===== src/rtl/adder_bank_ctrl.sv =====
// adder_bank_ctrl
// Byte-serial front end for a NUM_LANES x 32-bit adder bank. Operand bytes
// stream in and land directly in the registered op_a/op_b buses. After a
// fixed settle time all lane sums are captured and streamed back out.
//
// Optional feature macro: ADDER_BANK_CTRL_CHECK_EN
//   Defined   : adds a CHECK state that recomputes every lane with one shared
//               32-bit adder and raises a sticky err on any mismatch.
//   Undefined : CAPTURE goes straight to DRAIN and err is tied low.
//
// Handshake (both streams): a byte moves on a rising edge where valid && ready
// are both high. Sources may hold valid indefinitely. While out_valid=1 and
// out_ready=0, out_byte and out_valid hold steady because both come only from
// the state register, the byte counter and the result buffer, and none of those
// move until the byte is taken.
module adder_bank_ctrl #(
   parameter int NUM_LANES     = 10,
   parameter int SETTLE_CYCLES = 2
) (
   input  logic                      clk,
   input  logic                      rst_n,
   input  logic [7:0]                in_byte,
   input  logic                      in_valid,
   output logic                      in_ready,
   output logic [7:0]                out_byte,
   output logic                      out_valid,
   input  logic                      out_ready,
   output logic                      busy,
   output logic                      err,
   output logic [NUM_LANES*32-1:0]   op_a,
   output logic [NUM_LANES*32-1:0]   op_b,
   input  logic [NUM_LANES*32-1:0]   res,
   output logic [2:0]                state_dbg
);

   localparam int W         = NUM_LANES * 32;
   localparam int IN_BYTES  = 8 * NUM_LANES;
   localparam int OUT_BYTES = 4 * NUM_LANES;
   // One counter serves every state, so it must hold both the input frame
   // length and the largest legal settle count.
   localparam int CMAX      = (IN_BYTES > 16) ? IN_BYTES : 16;
   localparam int CW        = $clog2(CMAX);

   localparam logic [CW-1:0] IN_LAST  = CW'(IN_BYTES - 1);
   localparam logic [CW-1:0] OUT_LAST = CW'(OUT_BYTES - 1);
   localparam logic [CW-1:0] SET_LAST = CW'(SETTLE_CYCLES - 1);

   typedef enum logic [2:0] {
      ST_LOAD    = 3'd0,
      ST_SETTLE  = 3'd1,
      ST_CAPTURE = 3'd2,
      ST_CHECK   = 3'd3,
      ST_DRAIN   = 3'd4
   } state_t;

   state_t        state;
   state_t        state_nx;
   logic [CW-1:0] cnt;
   logic          cnt_clr;
   logic          cnt_inc;
   logic [W-1:0]  rbuf;
   logic          in_fire;
   logic          out_fire;

   assign state_dbg = state;
   assign in_fire   = in_valid && (state == ST_LOAD);
   assign out_fire  = out_ready && (state == ST_DRAIN);

   // State register.
   always_ff @(posedge clk or negedge rst_n) begin
      if (!rst_n) begin
         state <= ST_LOAD;
      end else begin
         state <= state_nx;
      end
   end

   // Next-state, counter control and stream flags.
   always_comb begin
      state_nx  = state;
      cnt_clr   = 1'b0;
      cnt_inc   = 1'b0;
      in_ready  = 1'b0;
      out_valid = 1'b0;
      busy      = 1'b1;
      case (state)
         ST_LOAD: begin
            in_ready = 1'b1;
            busy     = 1'b0;
            if (in_fire) begin
               if (cnt == IN_LAST) begin
                  state_nx = ST_SETTLE;
                  cnt_clr  = 1'b1;
               end else begin
                  cnt_inc = 1'b1;
               end
            end
         end
         ST_SETTLE: begin
            if (cnt == SET_LAST) begin
               state_nx = ST_CAPTURE;
               cnt_clr  = 1'b1;
            end else begin
               cnt_inc = 1'b1;
            end
         end
         ST_CAPTURE: begin
            cnt_clr = 1'b1;
`ifdef ADDER_BANK_CTRL_CHECK_EN
            state_nx = ST_CHECK;
`else
            state_nx = ST_DRAIN;
`endif
         end
`ifdef ADDER_BANK_CTRL_CHECK_EN
         ST_CHECK: begin
            if (cnt == CW'(NUM_LANES - 1)) begin
               state_nx = ST_DRAIN;
               cnt_clr  = 1'b1;
            end else begin
               cnt_inc = 1'b1;
            end
         end
`endif
         ST_DRAIN: begin
            out_valid = 1'b1;
            if (out_fire) begin
               if (cnt == OUT_LAST) begin
                  state_nx = ST_LOAD;
                  cnt_clr  = 1'b1;
               end else begin
                  cnt_inc = 1'b1;
               end
            end
         end
         default: begin
            state_nx = ST_LOAD;
            cnt_clr  = 1'b1;
         end
      endcase
   end

   // Shared counter: input byte index, settle count, check lane, output byte index.
   always_ff @(posedge clk or negedge rst_n) begin
      if (!rst_n) begin
         cnt <= '0;
      end else if (cnt_clr) begin
         cnt <= '0;
      end else if (cnt_inc) begin
         cnt <= cnt + CW'(1);
      end
   end

   // Each accepted byte goes straight into its operand slice; byte index bit 2
   // picks a or b, bits 1:0 the byte within the word, upper bits the lane.
   always_ff @(posedge clk or negedge rst_n) begin
      if (!rst_n) begin
         op_a <= '0;
         op_b <= '0;
      end else if (in_fire) begin
         for (int l = 0; l < NUM_LANES; l++) begin
            for (int b = 0; b < 4; b++) begin
               if ((int'(cnt[CW-1:3]) == l) && (int'(cnt[1:0]) == b)) begin
                  if (cnt[2]) begin
                     op_b[l*32 + b*8 +: 8] <= in_byte;
                  end else begin
                     op_a[l*32 + b*8 +: 8] <= in_byte;
                  end
               end
            end
         end
      end
   end

   // Result buffer: snapshot of the whole bank output in CAPTURE.
   always_ff @(posedge clk or negedge rst_n) begin
      if (!rst_n) begin
         rbuf <= '0;
      end else if (state == ST_CAPTURE) begin
         rbuf <= res;
      end
   end

   // Output byte mux; forced to zero outside DRAIN.
   always_comb begin
      out_byte = 8'h00;
      if (state == ST_DRAIN) begin
         for (int k = 0; k < OUT_BYTES; k++) begin
            if (int'(cnt) == k) begin
               out_byte = rbuf[k*8 +: 8];
            end
         end
      end
   end

`ifdef ADDER_BANK_CTRL_CHECK_EN
   logic [31:0] chk_a;
   logic [31:0] chk_b;
   logic [31:0] chk_r;
   logic [31:0] chk_sum;
   logic        err_q;

   // Select the lane under check and recompute it with one shared adder.
   always_comb begin
      chk_a = 32'h0;
      chk_b = 32'h0;
      chk_r = 32'h0;
      for (int l = 0; l < NUM_LANES; l++) begin
         if (int'(cnt) == l) begin
            chk_a = op_a[l*32 +: 32];
            chk_b = op_b[l*32 +: 32];
            chk_r = rbuf[l*32 +: 32];
         end
      end
      chk_sum = chk_a + chk_b;
   end

   // Sticky mismatch flag, cleared by the first byte of the next frame.
   always_ff @(posedge clk or negedge rst_n) begin
      if (!rst_n) begin
         err_q <= 1'b0;
      end else if (in_fire && (cnt == '0)) begin
         err_q <= 1'b0;
      end else if ((state == ST_CHECK) && (chk_sum != chk_r)) begin
         err_q <= 1'b1;
      end
   end

   assign err = err_q;
`else
   assign err = 1'b0;
`endif

endmodule


===== config.mk =====
export PLATFORM = sky130hd
export DESIGN_NAME = adder_bank_ctrl
export DESIGN_NICKNAME = d
export VERILOG_FILES = /design/src/rtl/adder_bank_ctrl.sv
export SDC_FILE = /design/constraint.sdc
export NUM_CORES = 1
export LEC_CHECK = 0
export CAP_MARGIN = 20
export CELL_PAD_IN_SITES_DETAIL_PLACEMENT = 0
export CELL_PAD_IN_SITES_GLOBAL_PLACEMENT = 1
export CORE_AREA = 3 3 388 390
export CTS_CLUSTER_DIAMETER = 50
export DETAILED_ROUTE_END_ITERATION = 10
export DIE_AREA = 0 0 391 393
export PLACE_DENSITY = 0.72
export SLEW_MARGIN = 5
export SYNTH_ARGS = -nofsm -noshare
export SYNTH_HDL_FRONTEND = slang
export SYNTH_SLANG_ARGS = --single-unit

===== constraint.sdc =====
create_clock -name clk -period 2.8 [get_ports clk]
set_input_delay 0.56 -clock clk [delete_from_list [all_inputs] [get_ports clk]]
set_output_delay 0.56 -clock clk [all_outputs]
set_load 0.03 [all_outputs]

-- Yosys cells after proc, flatten, opt, wreduce, memory -nomap -nowiden
Index checks and enable logic that the tools add are counted.
- register bits after elaboration: 970
- bits in latches: 0
- RAM bits: 0
- bits in read-only memories: 0
- bits of input ports: 332
- output and inout bits: 655
- logic and storage cells: 339
- memories: 0
- add/sub/neg operators: 1
- multiply operators: 0
- div/mod/pow operators: 0
- order comparisons: 0
- equal/unequal tests: 62
- shift-type cells: 0
- multiplexer cells: 64
- bitwise gates (word level): 1
- reductions and logical operators: 128
- operators by type and width (operator ; count):
    $mux 8 ; 41
    $reduce_and 3->1 ; 80
    $eq 7x6->1 const B ; 17
    $eq 7x7->1 const B ; 9
    $eq 7x5->1 const B ; 8
    $logic_and 1x1->1 ; 42
    $eq 7x4->1 const B ; 4
    $eq 4x4->1 const B ; 6
    $mux 3 ; 5
    $eq 7x3->1 const B ; 2
    $mux 7 ; 2
    $mux 1 ; 13
    $pmux 3 s4 ; 1
    $eq 4x3->1 const B ; 2
    $add 7x1->7 const B ; 1
    $eq 7x1->1 const B ; 1
    $eq 7x2->1 const B ; 1
    $logic_not 7->1 ; 1
    $ne 2x2->1 const B ; 3
    $pmux 1 s3 ; 2
    $reduce_and 5->1 ; 1
    $eq 2x2->1 const B ; 2
    $eq 4x2->1 const B ; 1
    $logic_not 4->1 ; 1
    other kinds (9) ; 10

-- Logic depth before layout (Yosys ltp)
- depth after elaboration: 42
- gate-level depth with buffers: 12
- mapped depth without buffers: 9

-- Least setup slack after synthesis
OpenSTA, ideal clock, no wires.
- kind: register to output
- from: register cnt[1]
- to: output port out_byte[5]
- arrival time: 2822 ps
- required time: 2240 ps
- path slack: -582 ps
- stages on the path, launching flop included: 12
- buffers on the path: 3
- path through: dfrtp_1 > inv_1 > ha_1 > buf_2 > clkbuf_1 > buf_1 > a221oi_1 > o41ai_1 > o21ai_0 > nand4_1 > o221ai_1 > a211oi_1
- word-level cells in the longest chain between the ends: 42
- elaborated cells on any way between the ends: 81
- classes of those cells: eq/ne: 39; mux: 41; reduce/logical: 1
- RTL lines (item ; line ; source):
    start: declaration ; 58 ; logic [CW-1:0] cnt;
    start signal: assignment ; 150 ; cnt <= cnt + CW'(1);
    $logic_not 7->1 ; 189 ; if (int'(cnt) == k) begin
    $mux 8 (39 in a row) ; 189 ;
    $mux 8 * ; 189 ;
    $mux 8 * ; 187 ; if (state == ST_DRAIN) begin
    end: declaration ; 25 ; output logic [7:0] out_byte,
Mark *: on every way between the ends. The rest lies on a longest branch, timed or not.

-- Worst setup path after layout
- from: register cnt[5]
- to: output port out_byte[7]
Same word-level chain as after synthesis.

==> results_dict.tcl <==
set metrics [dict create \
    fmax_mhz 242 \
    start_util_pct 27.5 \
    critPathKind "flop to output pin" \
    fp.dieW_um 391 \
    failed_checks "setup timing" \
    ys_types 88 \
    routabilityCongestion 0.929 \
    fin_setup_tns_ns -10.29 \
    grt_pass1_wl_mm 260 \
    ys_ff_latch 970 \
    drc 0 \
    antenna_found_initial 16 \
    cts_sinks 970 \
    ant_nets 0 \
    internal_power_uw 35200 \
    period_minus_slack_ns 4.13 \
    p_per_area_nw_per_um2 889 \
    synth_edf_count 0 \
    wl_per_cell_um 26.4 \
    crit_path_start_kind "flop" \
    fin_skew_ns 0.0622 \
    synth_nets 3872 \
    drv_cap 0 \
    period_share_pct 148 \
    critPathMaxFanout 5 \
    crit_arrival_ns 3.57 \
    design.core.area_um2 147000 \
    drt_pre_antenna_iters 5 \
    hold_viol_final 0 \
    synth_area_per_cell_um2 11.5 \
    layout-drive-gt1-share_pct 31.0 \
    slew_headroom_pct 49.7 \
    status "finished, violations left" \
    num_io_pins 987 \
    tightest_slew_ns 0.754 \
    wirelength_mm 185 \
    hold_depth 2 \
    synth_cells 3536 \
    placementRows 141 \
    final_cell_mix "nand2_1, clkdlybuf4s50_1, dfrtp_1" \
    synth_area_um2 40600 \
    dpl.hpwl_mm 140 \
    drt_iter0_markers 2031 \
    rsz0062_at_grt "yes" \
    ff2ff_path_depth 12 \
    port_buffers 985 \
    root_buffer "clkbuf_16" \
    ys.flop_type "dfrtp_1" \
    clockBufferDepth 3 \
    dieArea_um2 154000 \
    globalRouteOverflowTotal 0 \
    hp-start "in_byte[2]" \
    num-fill-cells 13971 \
    async_reset_ff_share_pct 100 \
    ys.warnings.count 0 \
    viasPerCell 4.84 \
    num_vias 33853 \
    grt_max_degree 119 \
    nets 5295 \
    worst_ir_drop_vdd_v 0.000550 \
    p_seq_share_pct 31.3 \
    rrSetupSlack_ns 0.14 \
    cts_made_buffers 117 \
    cts.reportedPaths.clkPinSlew_ns 0.06 \
    combPwrFrac_pct 40.7 \
    finalWorstSetupSlack_ns -1.33 \
    p_switching_uw 20200 \
    layout_commonest_cell "nand2_1" \
    sw_frac_of_total_pct 36.5 \
    required_ns 2.24 \
    min_to "op_a[42]" \
    r2r-start "cnt[0]" \
    p_leak_uw 0.0281 \
    final-setup-viol-count 8 \
    power_uw 55400 \
    endpoint_kind "output pin" \
    grt_pass1_vias 35690 \
    clk_latency_ns 0.77 \
    hp-class "primary input to flop" \
    r2r_end "op_b[82]" \
    htree_levels 3 \
    yosysSeqAreaShare_pct 59.8 \
    die_h_um 393 \
    grt_usage_pct 23.4 \
    finalMaxSlewViolations 0 \
    clockPowerShare_pct 28.1 \
    area_growth_syn_to_layout_pct 53.4 \
    cts_tree "done" \
]
-- synthesized netlist by cell type, types with 11 or more instances --
cell type,number,share of area [%]
nor3_1,47,0.58
clkbuf_1,151,1.4
nor2b_1,11,0.17
nand3_1,37,0.46
o221ai_1,14,0.30
nor3_2,11,0.27
o22ai_1,26,0.40
a221oi_1,27,0.58
nand4_1,18,0.28
dfrtp_1,970,60
nor2_1,87,0.80
buf_1,24,0.22
o21ai_0,33,0.41
a21oi_1,40,0.49
nand2_1,1104,10
buf_2,26,0.32
mux2_2,640,18
a221o_1,11,0.27
a31oi_1,17,0.26
o211ai_1,14,0.26
a211oi_1,13,0.24
-- critical path, stage by stage, from the launching register on --
cell,delay [ns]
dfrtp_2,0.43
buf_6,0.14
or4b_4,0.56
buf_6,0.16
nor3_1,0.45
a21oi_1,0.17
o311ai_4,0.42
and4b_2,0.37
buf_12,0.13
-- sequential cells by signal, indices dropped and copies added (netlist names) --
name and flops:
op_b 320, state_dbg 3, cnt 7, op_a 320, rbuf 320
-- timing repair --
item / 4_1_cts / 5_1_grt
endpoints found under the setup margin: 11 / 9
hold buffers: 1 / 0
hold endpoints to repair: 30 / 0
buffers inserted: 31 / 14
resized for setup: 153 / 67
pin swaps: 52 / 45
-- kinds of logic after synthesis --
family	count (synthesis)	share of synthesized area, %
AND/OR/NAND/NOR	1410	14.8
flip-flops	970	59.8
AO/OA/AOI/OAI	279	5.04
XOR/XNOR	6	0.129
adder cells (fa/ha/maj)	4	0.123
other	1	0.00923
multiplexers	641	17.8
buffers and inverters	225	2.36
-- power by group through the flow --
stage	Clock, uW	Sequential, uW	Combinational [uW]
after global placement	0	17400	20900
after CTS	15900	17300	22200
after global routing	16400	17600	23400
after floorplan	0	21400	5640
final	15500	17300	22500
after detailed placement	0	17500	20900
-- area by class of cell --
cell class	instances	area (um^2)	share of cell area [%]
antenna	6	15.0	0.0241
tap	1930	2410	3.88
timing repair buffer	1519	15200	24.4
multi-input combinational	2341	16300	26.2
clock inverter	54	709	1.14
sequential	970	24300	39.0
clock buffer	166	3340	5.37
inverter	10	46.3	0.0743
-- metal layers --
metal / track usage, % / wire (um) / up-vias
li1: - / - / 14964
met1: 27.7 / 71900 / 17330
met2: 40.1 / 90800 / 1229
met3: 6.48 / 14000 / 318
met4: 9.38 / 8100 / 12
met5: 0 / 57 / -
-- worst max-delay path by stage --
stage	startpoint	endpoint	slack, ns	depth (start not counted)
global placement	cnt[0]	out_byte[0]	-1.18	13
detailed placement	cnt[0]	out_byte[0]	-1.22	13
global route	cnt[0]	out_byte[7]	-1.45	12
CTS	cnt[5]	out_byte[2]	-1.40	10
finish	cnt[5]	out_byte[7]	-1.33	8
floorplan	cnt[0]	out_byte[5]	-0.12	10
-- stage by stage --
stage	worst slack [ns]	hold WS [ns]	std cells	instance area (um^2)	util, %
after global routing	-1.45	0.256	6990	62300	42.2
after global placement	-1.18	0.454	6727	56900	38.6
after detailed placement	-1.22	0.466	6727	56900	38.6
after floorplan	-0.120	0.264	3536	40800	-
after CTS	-1.40	0.219	6979	61900	41.9
final	-1.33	0.281	6996	62300	42.2
(Power assumes the default switching activity.)
